## config.mk

```make
export PLATFORM = sky130hd
export DESIGN_NAME = sat_state_ctrl
export DESIGN_NICKNAME = d
export VERILOG_FILES = /design/src/rtl/sat_state_ctrl.sv
export SDC_FILE = /design/constraint.sdc
export NUM_CORES = 1
export LEC_CHECK = 0
export CAP_MARGIN = 20
export CORE_ASPECT_RATIO = 1.5
export CORE_UTILIZATION = 40
export CTS_CLUSTER_SIZE = 40
export DETAILED_ROUTE_END_ITERATION = 8
export PLACE_DENSITY = 0.71
export SKIP_CTS_REPAIR_TIMING = 1
export SLEW_MARGIN = 20
export SYNTH_ARGS = -nofsm -noshare
export SYNTH_HDL_FRONTEND = slang
export SYNTH_SLANG_ARGS = --single-unit
```

## constraint.sdc

```tcl
create_clock -name clk -period 4.3 [get_ports clk]
set_clock_uncertainty 0.1 [all_clocks]
set_input_delay 0.43 -clock clk [delete_from_list [all_inputs] [get_ports clk]]
set_output_delay 0.43 -clock clk [all_outputs]
set_load 0.05 [all_outputs]
```

## src/rtl/sat_state_ctrl.sv

```systemverilog
// -----------------------------------------------------------------------------
// sat_state_ctrl
//   Control core for the Sat Engine state list. One FSM sequences:
//     - BCP convergence wait (IMPLY), ended by a conflict or by find_imply_i
//       holding steady for IMPLY_STABLE consecutive cycles,
//     - conflict analysis (FIND -> ADD -> DONE), with a FIND timeout,
//     - current-bin backtrack (BKT).
//   Also produces the absolute current level (base + local) and, on entry to
//   DONE, the backtrack level from a NUM_LVLS-wide MSB priority encoder.
//
// Ports
//   clk, rst            clock, synchronous active-high reset
//   base_lvl_en/_i      load the bin base level (any cycle, any state)
//   local_lvl_i         local decision level; cur_lvl_o = base + local
//   apply_imply_i       start BCP wait          (sampled in IDLE only)
//   find_imply_i        implied-var flags
//   conflict_i          conflict flag from the var states
//   done_imply_o        1-cycle pulse, BCP finished
//   imply_conflict_o    with done_imply_o: BCP ended on a conflict
//   apply_analyze_i     start conflict analysis (sampled in IDLE only)
//   find_conflict_i     learnt-clause membership flags
//   findindex_i         level-state match flags
//   max_lvl_i           max level in the learnt clause
//   add_learntc_en_o    1-cycle pulse, write learnt clause
//   done_analyze_o      1-cycle pulse, analysis finished, bkt_* valid
//   analyze_timeout_o   with done_analyze_o: no learnt clause found
//   bkt_lvl_o           backtrack level (held until next DONE)
//   bkt_inter_bin_o     backtrack leaves the current bin
//   apply_bkt_i         start backtrack         (sampled in IDLE only)
//   done_bkt_o          1-cycle pulse, backtrack done
//   busy_o              FSM not in IDLE
// -----------------------------------------------------------------------------
module sat_state_ctrl #(
  parameter int NUM_VARS        = 8,
  parameter int NUM_LVLS        = 8,
  parameter int WIDTH_LVL       = 16,
  parameter int IMPLY_STABLE    = 1,
  parameter int ANALYZE_TIMEOUT = 64
) (
  input  logic                 clk,
  input  logic                 rst,
  input  logic                 base_lvl_en,
  input  logic [WIDTH_LVL-1:0] base_lvl_i,
  input  logic [WIDTH_LVL-1:0] local_lvl_i,
  output logic [WIDTH_LVL-1:0] cur_lvl_o,
  input  logic                 apply_imply_i,
  input  logic [NUM_VARS-1:0]  find_imply_i,
  input  logic                 conflict_i,
  output logic                 done_imply_o,
  output logic                 imply_conflict_o,
  input  logic                 apply_analyze_i,
  input  logic [NUM_VARS-1:0]  find_conflict_i,
  input  logic [NUM_LVLS-1:0]  findindex_i,
  input  logic [WIDTH_LVL-1:0] max_lvl_i,
  output logic                 add_learntc_en_o,
  output logic                 done_analyze_o,
  output logic                 analyze_timeout_o,
  output logic [WIDTH_LVL-1:0] bkt_lvl_o,
  output logic                 bkt_inter_bin_o,
  input  logic                 apply_bkt_i,
  output logic                 done_bkt_o,
  output logic                 busy_o
);

  localparam int SW = $clog2(IMPLY_STABLE + 1);
  localparam int TW = $clog2(ANALYZE_TIMEOUT + 1);
  // Counter value at which the next qualifying cycle completes the window.
  localparam logic [SW-1:0] STB_LAST = SW'(IMPLY_STABLE - 1);
  localparam logic [TW-1:0] TO_LAST  = TW'(ANALYZE_TIMEOUT - 1);

  typedef enum logic [2:0] {
    S_IDLE, S_IMPLY, S_FIND, S_ADD, S_DONE, S_BKT
  } state_t;

  state_t state_q, state_d;

  logic [WIDTH_LVL-1:0] base_q;
  logic [NUM_VARS-1:0]  prev_imply_q;
  logic [NUM_VARS-1:0]  prev_cf_q;
  logic [SW-1:0]        stb_cnt_q;
  logic [TW-1:0]        to_cnt_q;
  logic                 done_imply_q;
  logic                 imply_cf_q;
  logic                 timeout_q;
  logic [WIDTH_LVL-1:0] bkt_lvl_q;
  logic                 bkt_inter_q;

  logic                 imply_same;
  logic                 cf_changed;
  logic                 imply_fin;
  logic                 imply_cf;
  logic                 find_to;
  logic [WIDTH_LVL-1:0] msb_idx;
  logic [WIDTH_LVL-1:0] bkt_lvl_d;

  assign imply_same = (find_imply_i == prev_imply_q);
  assign cf_changed = (find_conflict_i != prev_cf_q);

  // ---------------------------------------------------------------------------
  // Next state
  // ---------------------------------------------------------------------------
  always_comb begin
    state_d   = state_q;
    imply_fin = 1'b0;
    imply_cf  = 1'b0;
    find_to   = 1'b0;
    case (state_q)
      S_IDLE: begin
        if (apply_bkt_i)          state_d = S_BKT;
        else if (apply_analyze_i) state_d = S_FIND;
        else if (apply_imply_i)   state_d = S_IMPLY;
      end
      S_IMPLY: begin
        // Conflict wins over a window that completes on the same cycle.
        if (conflict_i) begin
          imply_fin = 1'b1;
          imply_cf  = 1'b1;
          state_d   = S_IDLE;
        end else if (imply_same && (stb_cnt_q == STB_LAST)) begin
          imply_fin = 1'b1;
          state_d   = S_IDLE;
        end
      end
      S_FIND: begin
        if (cf_changed) begin
          state_d = S_ADD;
        end else if (to_cnt_q == TO_LAST) begin
          find_to = 1'b1;
          state_d = S_DONE;
        end
      end
      S_ADD:   state_d = S_DONE;
      S_DONE:  state_d = S_IDLE;
      S_BKT:   state_d = S_IDLE;
      default: state_d = S_IDLE;
    endcase
  end

  // ---------------------------------------------------------------------------
  // Backtrack level: MSB of findindex_i offset by the base; an empty match
  // means the target is outside this bin, so take the clause's max level.
  // ---------------------------------------------------------------------------
  always_comb begin
    msb_idx = '0;
    for (int i = 0; i < NUM_LVLS; i++) begin
      if (findindex_i[i]) msb_idx = WIDTH_LVL'(i);
    end
  end

  assign bkt_lvl_d = (findindex_i == '0) ? max_lvl_i : (base_q + msb_idx);

  // ---------------------------------------------------------------------------
  // State and datapath registers
  // ---------------------------------------------------------------------------
  always_ff @(posedge clk) begin
    if (rst) begin
      state_q      <= S_IDLE;
      base_q       <= '0;
      prev_imply_q <= '0;
      prev_cf_q    <= '0;
      stb_cnt_q    <= '0;
      to_cnt_q     <= '0;
      done_imply_q <= 1'b0;
      imply_cf_q   <= 1'b0;
      timeout_q    <= 1'b0;
      bkt_lvl_q    <= '0;
      bkt_inter_q  <= 1'b0;
    end else begin
      state_q      <= state_d;
      done_imply_q <= imply_fin;
      imply_cf_q   <= imply_cf;

      if (base_lvl_en) base_q <= base_lvl_i;

      // Stability window: snapshot on entry, then track every cycle.
      if (state_q == S_IDLE && state_d == S_IMPLY) begin
        prev_imply_q <= find_imply_i;
        stb_cnt_q    <= '0;
      end else if (state_q == S_IMPLY) begin
        prev_imply_q <= find_imply_i;
        stb_cnt_q    <= imply_same ? stb_cnt_q + 1'b1 : '0;
      end

      // FIND compares against the entry snapshot; counts unchanged cycles.
      if (state_q == S_IDLE && state_d == S_FIND) begin
        prev_cf_q <= find_conflict_i;
        to_cnt_q  <= '0;
      end else if (state_q == S_FIND && !cf_changed) begin
        to_cnt_q  <= to_cnt_q + 1'b1;
      end

      // DONE is only ever entered from ADD or FIND, never held.
      if (state_d == S_DONE) begin
        timeout_q   <= find_to;
        bkt_lvl_q   <= bkt_lvl_d;
        bkt_inter_q <= (findindex_i == '0);
      end
    end
  end

  // ---------------------------------------------------------------------------
  // Outputs
  // ---------------------------------------------------------------------------
  assign cur_lvl_o         = base_q + local_lvl_i;
  assign done_imply_o      = done_imply_q;
  assign imply_conflict_o  = imply_cf_q;
  assign add_learntc_en_o  = (state_q == S_ADD);
  assign done_analyze_o    = (state_q == S_DONE);
  assign analyze_timeout_o = (state_q == S_DONE) && timeout_q;
  assign bkt_lvl_o         = bkt_lvl_q;
  assign bkt_inter_bin_o   = bkt_inter_q;
  assign done_bkt_o        = (state_q == S_BKT);
  assign busy_o            = (state_q != S_IDLE);

endmodule

```

== After elaboration in Yosys (flattened, before gate mapping) ==
Cells that the tools add are included.

* Output and inout bits: 40
* Bits of input ports: 79
* Register bits: 63
* Logic and storage cells: 66

* Muxes and demuxes: 25
* Bitwise logic cells: 2
* Equal/unequal tests: 11
* Add/sub/neg operators: 4
* Reductions and logical operators: 13

{| class="wikitable"
|+ Operator list
! operator !! number
|-
| two-way mux 16 bit || 7
|-
| adder 16 bit || 2
|-
| two-way mux 3 bit || 7
|-
| two-way mux 8 bit || 2
|-
| case mux 3 bit (4 select lines) || 1
|-
| equality test 3 x 2 -> 1 bit (second input constant) || 3
|-
| equality test 3 bit (second input constant) || 3
|-
| equality test 8 bit || 1
|-
| logical NOT 8 bit || 1
|-
| two-way mux 1 bit || 8
|-
| inequality test 8 bit || 1
|-
| adder 7 x 1 -> 7 bit (second input constant) || 1
|-
| equality test 7 x 6 -> 1 bit (second input constant) || 1
|-
| equality test 3 x 1 -> 1 bit (second input constant) || 2
|-
| OR reduction 2 bit || 3
|-
| logical AND 1 bit || 5
|-
| logical NOT 3 bit || 1
|-
| nonzero test 3 bit || 1
|-
| NOT 1 bit || 2
|-
| nonzero test 2 bit || 1
|-
| adder 1 bit (second input constant) || 1
|-
| logical NOT 1 bit || 1
|}

== Longest topological paths before layout ==
Gate-level depths: netlist (run 1).

* Depth after elaboration: 9
* Mapped depth: 13
* Gate-level depth less buffers: 13

== Worst setup path before layout (run 1) ==
Ideal clock, no wire load.

* Path kind: input to output
* Start: input local_lvl_i[0]
* End: output cur_lvl_o[10]
* Buffers on the path: 0
* Arrival time: 2655 ps
* Data required time: 3770 ps
* Stages: 9
* Slack: 1115 ps
* Cell sequence: ha_1 -> inv_1 -> fa_1 -> nand2b_1 -> a21oi_1 -> a221oi_1 -> o21ba_2 -> o21bai_1 -> xor2_1

* Cells in the longest elaborated chain, start to end: 1

{| class="wikitable"
|+ RTL lines
! what !! line !! source
|-
| start, declared || 44 || <nowiki>input logic [WIDTH_LVL-1:0] local_lvl_i,</nowiki>
|-
| adder 16 bit || 204 || <nowiki>assign cur_lvl_o = base_q + local_lvl_i;</nowiki>
|-
| end, declared || 45 || <nowiki>output logic [WIDTH_LVL-1:0] cur_lvl_o,</nowiki>
|}

Every way passes these cells.

== Worst setup path in the final report (run 1) ==
* Start: input local_lvl_i[0]
* End: output cur_lvl_o[8]

The elaborated chain is that of the path after synthesis.

==> results by group, run 1 <==
STA
  – Setup TNS: 0 ns
  – Hold Fails Final Rpt: 0
  – Final Setup Violations: 0
  – Slew @ Worst Pin: 1.06 ns
  – Final Max Tran Viols: 0
  – Slew HR: between 20% and 30%
  – RSZ-0062 raised after global routing: false
  – Fmax: roughly 260 MHz
  – Final worst path period share: approximately nine tenths
  – Tmin final: about 3.9 ns

Finish
  – Fraction of layout cells with a size suffix above 1: roughly 5.8%
  – Inserted Diodes: 0
  – Nets: 651
  – Synthesis-to-finish area growth: 39.7%
  – Final Cell Area: between 5000 and 6000 um2
  – # fillers: around 850

Synth
  – Simple-gate portion of the synthesized area: between 20% and 30%
  – Share of the synthesized area in the top cell type: approximately 34%
  – Synth Warn #: 0
  – Commonest cells in the netlist: nor2_1 (68), dfxtp_1 (63), mux2i_1 (37)
  – Area contributors post-synth: dfxtp_1 (34%), mux2i_1 (9.8%), nor2_1 (6.8%), ha_1 (6.3%), xnor2_1 (5.6%)
  – Largest family of logic cells by synthesized area: simple AND/OR/NAND/NOR gates
  – Predominant post-synthesis flop cell: dfxtp_1
  – Gate Count Post-Synth: 438
  – Post-Syn Nets: around 540
  – Synth Cell Area: approximately 3800 um2
  – Compound-Gate Fraction of Synth Area: a little over an eighth
  – Post-synth EDFFs: 0
  – Mean post-synth cell area: approximately 8.6 um2
  – Xor-xnor portion of the synthesized cell area: 10.5%
  – Yosys top cell by area: dfxtp_1
  – FF+latch count, synth: 63
  – Post-synth cell types: 56
  – Top-count cell post-synth: nor2_1
  – Async S/R FF share, synth: 0%
  – Adder-Cell Fraction of Synth Area: ~7.4%
  – Post-synthesis sequential area ratio: 33.5%
  – Post-synthesis mux area share: 9.84%

Global route
  – First-pass GRT wire length: between 10,000 and 15,000 um
  – Largest net degree at the start of global routing: 57
  – Gr usage total: between 10% and 20%
  – Vias in the first global route: between 3,000 and 4,000
  – GR Overflow Total: 0
  – Initial antenna violation count: 0

Power
  – P_int: ~0.0013 W
  – Flop pwr share: a little over a third
  – Switching share of total power: between 30% and 40%
  – Clock power frac: a little over a third
  – Maximum VDD drop: 0.216 mV
  – P_sw: around 0.00056 W
  – Power per cell area: between 300 and 400 nW/um2
  – Logic gate share of total power: between 20 and 30%
  – P_leak: 2.04 nW

Clocking
  – CTS sink cnt: 63
  – Root Buffer: clkbuf_16
  – CTS H-tree lvls: 3
  – Clock slew at reported path FFs: approximately 0.050 ns
  – CTS tree: yes
  – Skew-Pair Late Insertion Delay: approximately 0.33 ns
  – Maximum clock insertion buffer count: 2
  – Total CTS buffers: 9

Critical path
  – Worst-path fanout max: 3
  – R2R cell count: 6
  – Worst path arrival time: between 3 and 4 ns
  – Critical path class: in -> out
  – Startpoint Class: primary input
  – Critical path endpoint category: output port
  – Data required time of the worst path: between 3 and 4 ns

Status
  – Outcome: complete, no violations

Place
  – Dpl hpwl: 7330 um
  – Area after DPL: roughly 5000 um2
  – Input/output buffers: approximately 120
  – GPL Wtd Cong: ~0.83

Route
  – Post-route ant nets: 0
  – Vias/cell: ~5.3
  – DRC: 0
  – DRT Pass-1 Iters: 5
  – Total number of vias: 3,520
  – WL final: 9360 um
  – Wirelength per Cell: between 10 and 15 um
  – Drt first-iter violations: around 120

Die
  – Num ports: between 100 and 150
  – Die Y: 121 um
  – Die area: 9810 um2
  – # rows: 43
  – Starting density of the core: about two fifths
  – Die W: slightly above 80 um
  – Core area: ~9200 um2

Worst hold path
  – Hold Path Depth: 2
  – Hold Crit Class: reg -> reg

Job
  – Max-Cap Viols: 0
[kinds of logic (layout without fill, tap and decap cells)]
kind of cell    after synthesis  in the layout
mux                          37             37
buf+inv                      29            145
flops                        63             63
xor+xnor                     45             45
compound gates               76             76
simple gates                167            167
fa+ha+maj                    21             21
[placed cells by master, fill, tap and decap left out, types with 3 or more instances in the layout]
| master | instances |
|---|---|
| a211oi_1 | 3 |
| a21o_1 | 5 |
| a21oi_1 | 23 |
| a31oi_1 | 5 |
| buf_4 | 4 |
| clkbuf_16 | 9 |
| clkdlybuf4s50_1 | 114 |
| dfxtp_1 | 63 |
| ha_1 | 19 |
| inv_1 | 12 |
| mux2i_1 | 37 |
| nand2_1 | 33 |
| nand2b_1 | 4 |
| nand3_1 | 14 |
| nand4_1 | 7 |
| nor2_1 | 68 |
| nor3_1 | 8 |
| nor3b_1 | 3 |
| nor4_1 | 6 |
| o21ai_0 | 18 |
| o21bai_1 | 4 |
| or3_1 | 3 |
| xnor2_1 | 24 |
| xor2_1 | 21 |
[critical path: stages]
cell and delay [ns]:
clkdlybuf4s50_1 0.46, ha_1 0.18, inv_1 0.06, fa_1 0.39, nand2b_1 0.16, a21oi_1 0.28
a221oi_1 0.18, o21ba_2 0.24, xnor2_1 0.15, clkdlybuf4s50_1 0.82
[metrics by stage]
stage	hold WS (ns)	worst slack [ns]	std cells	power, W	util [%]
floorplan	0.347	1.12	438	0.000999	-
finish	0.359	0.408	666	0.00182	57.1
detailed placement	0.357	0.380	652	0.00119	54.2
global route	0.382	0.236	666	0.00190	57.1
CTS	0.364	0.369	666	0.00184	57.1
global placement	0.348	0.425	652	0.00118	54.2
[per-layer routing]
layer	vias up	GRT usage, %	wire [um]
met5	-	0	0
met4	0	7.70	131
met1	1672	21.9	3810
li1	1769	-	-
met3	10	3.70	372
met2	69	36.6	5050
[area by class of cell]
type	instances	area [um2]	area share, %
Inverter	12	45.0	0.857
Clock inverter	1	5.00	0.0952
Tap cell	112	140	2.67
Timing Repair Buffer	119	1180	22.4
Sequential cell	63	1260	24.0
Clock buffer	13	260	4.95
Multi-Input combinational cell	346	2370	45.0
[power groups by stage]
stage	clock network, W	logic, W	registers, W
after floorplan	0	0.000339	0.000660
after global placement	0	0.000524	0.000657
after detailed placement	0	0.000532	0.000659
after CTS	0.000658	0.000534	0.000647
after global routing	0.000679	0.000570	0.000652
final	0.000644	0.000530	0.000647
[final timing paths]
path | from | to | slack, ns
min | bkt_lvl_o[9] | bkt_lvl_o[9] | 0.36
min reg2reg | bkt_lvl_o[9] | bkt_lvl_o[9] | 0.36
max | local_lvl_i[0] | cur_lvl_o[8] | 0.41
max reg2reg | prev_cf_q[5] | bkt_lvl_o[8] | 1.69
[flip-flops by register name, summed over array words and instances (netlist names)]
register / flops
prev_cf_q: 8
stb_cnt_q: 1
prev_imply_q: 8
state_q: 3
done_imply_o: 1
base_q: 16
bkt_lvl_o: 16
timeout_q: 1
imply_conflict_o: 1
bkt_inter_bin_o: 1
to_cnt_q: 7
Note: power is estimated with default switching activity, not from simulation.
==> run 2: changes to the inputs <==
Settings changed: CORE_MARGIN set to 3.
==> run 2 against run 1 <==
  * Sequential power about the same
  * Flip-flop and latch count unchanged
  * Core utilization up 2.0 points
  * Die area increased by 8.4%
  * Design area rose by 1.1%
  * Critical endpoint is now cur_lvl_o[15]
  * Fmax fell by 1.1%
  * Worst hold slack improved by 0.0064 ns
  * Largest cell class unchanged
==> results by group, run 2 (synthesis gave the netlist of run 1 again) <==
Status
  – Outcome: complete, no violations

Finish
  – Nets: 651 (unchanged)
  – Inserted Diodes: 0 (unchanged)
  – Fraction of layout cells with a size suffix above 1: 6.12% (+0.34 points)
  – Commonest non-fill, non-tap cell in the layout: clkdlybuf4s50_1
  – Most frequent cells in the layout: clkdlybuf4s50_1 (114), nor2_1 (68), dfxtp_1 (63)
  – Synthesis-to-finish area growth: 41.2%
  – Non-Filler Instances: 666 (unchanged)

Critical path
  – Crit path top cell by count: clkdlybuf4s50_1
  – Worst path arrival time: 3.40 ns (+0.04 ns)
  – Slowest cell on the critical path: clkdlybuf4s50_1
  – Crit path max-delay family: buffers and inverters
  – Critical path endpoint category: output port
  – Critical path cell sequence: clkdlybuf4s50_1 -> ha_1 -> a21o_1 -> a221o_1 -> a21oi_1 -> o22ai_1 -> o41ai_1 -> xnor2_1 -> clkdlybuf4s50_1
  – CP peak stage delay: 0.82 ns (about the same)
  – R2R cell count: 6 (unchanged)
  – R2R Setup Slk: 1.67 ns (-0.02 ns)
  – Startpoint Class: primary input
  – Worst-path fanout max: 4 (+1)
  – Stages on the worst setup path: 9 (-1)
  – Data required time of the worst path: 3.77 ns (about the same)
  – Crit path buf inv count: 2 (-1)
  – Critical path class: in -> out

Clocking
  – Root Buffer: clkbuf_16
  – Total CTS buffers: 9 (unchanged)
  – Skew-Pair Late Insertion Delay: 0.33 ns (about the same)
  – Clock slew at reported path FFs: 0.05 ns (about the same)
  – CTS tree: yes
  – CTS sink cnt: 63 (unchanged)
  – CTS H-tree lvls: 3 (unchanged)
  – Maximum clock insertion buffer count: 2 (unchanged)

STA
  – Tmin final: 3.93 ns (+0.0422 ns)
  – RSZ-0062 raised after global routing: false
  – Final Max Tran Viols: 0 (unchanged)
  – Final worst path period share: 91.5% (+0.98 points)
  – Slew @ Worst Pin: 1.02 ns (-0.0343 ns)
  – Setup TNS: 0 ns (unchanged)
  – Slew HR: 31.7% (+2.3 points)
  – Hold Fails Final Rpt: 0 (unchanged)
  – Final Setup Violations: 0 (unchanged)
  – Fmax: 254 MHz (-1.1%)

Global route
  – Initial antenna violation count: 0 (unchanged)
  – First-pass GRT wire length: 16,800 um (+12%)
  – Gr usage total: 19.4% (-0.55 points)
  – GR Overflow Total: 0 (unchanged)
  – Vias in the first global route: 3,571 (+6.0%)
  – Largest net degree at the start of global routing: 57 (unchanged)

Place
  – Dpl hpwl: 7550 um (+3.0%)
  – Placed Instances: 650 (-0.31%)
  – GPL Wtd Cong: 0.806 (-2.8%)
  – Input/output buffers: 118 (unchanged)

Die
  – Num ports: 119 (unchanged)
  – Core area: 8990 um2 (-2.3%)
  – # rows: 42 (-2.3%)
  – Die area: 10,600 um2 (+8.4%)
  – Starting density of the core: 41.9% (+0.97 points)
  – Die Y: 125 um (+3.3%)
  – Die W: 85.2 um (+4.9%)

Job
  – Max-Cap Viols: 0 (unchanged)

Route
  – Post-route ant nets: 0 (unchanged)
  – Total number of vias: 3,520 (unchanged)
  – DRT Pass-1 Iters: 4 (-1)
  – Drt first-iter violations: 101 (-14%)
  – Vias/cell: 5.29 (unchanged)
  – WL final: 9950 um (+6.3%)
  – DRC: 0 (unchanged)
  – Wirelength per Cell: 14.9 um (+6.3%)

Power
  – P_leak: 2.07 nW (+1.4%)
  – Maximum VDD drop: 0.199 mV (-8.0%)
  – Power per cell area: 370 nW/um2 (+6.9%)
  – Final Power: 0.00197 W (+8.1%)

Worst hold path
  – Hold Path Depth: 2 (unchanged)
  – Hold Crit Class: reg -> reg
==> run 2: changes by cell type in the layout (fill, tap and decap cells not counted), sizes merged <==
cell    before  now
bufinv       0    2
==> run 2: worst register-to-register path, stage by stage, from the launching register on <==
cell,delay [ns]
dfxtp_1,0.32
xor2_1,0.17
nor4_2,0.59
nand3_4,0.25
o21ai_4,0.72
mux2i_1,0.27
nor2_1,0.06
==> run 2: through the flow <==
stage	setup WS (ns)	hold slack, ns	util, %	cell area, um2
after detailed placement	0.367	0.361	55.5	4990
after CTS	0.362	0.367	59.1	5310
after global routing	0.208	0.388	59.1	5310
after floorplan	1.12	0.347	-	3760
after global placement	0.425	0.350	55.5	4990
final	0.366	0.365	59.1	5310
==> run 2: path summary, 6_finish.rpt <==
check / to / start
min reg2reg: prev_cf_q[2] / prev_cf_q[2]
max: cur_lvl_o[15] / local_lvl_i[9]
max reg2reg: bkt_lvl_o[7] / prev_cf_q[5]
min: prev_cf_q[2] / prev_cf_q[2]
==> run 2: metal layers <==
layer  up-vias  global-route usage (%)  wire, um
li1       1775                       -         -
met2        89                    34.6      5200
met3        19                    4.50       546
met4         0                    7.64       230
met1      1637                    21.7      3980
met5         -                       0         0
==> run 2: power breakdown <==
part           total [W]  internal, W  switching (W)
logic           0.000533     0.000229       0.000304
registers       0.000647     0.000615      0.0000318
clock network   0.000787     0.000538       0.000249
total            0.00197      0.00138       0.000585
==> run 2: layout make-up <==
class,count,area (um2)
multi-input combinational,346,2370
timing repair buffer,119,1180
clock buffer,13,260
tap,110,138
inverter,12,45.0
fill,810,3670
sequential,63,1260
clock inverter,3,65.1
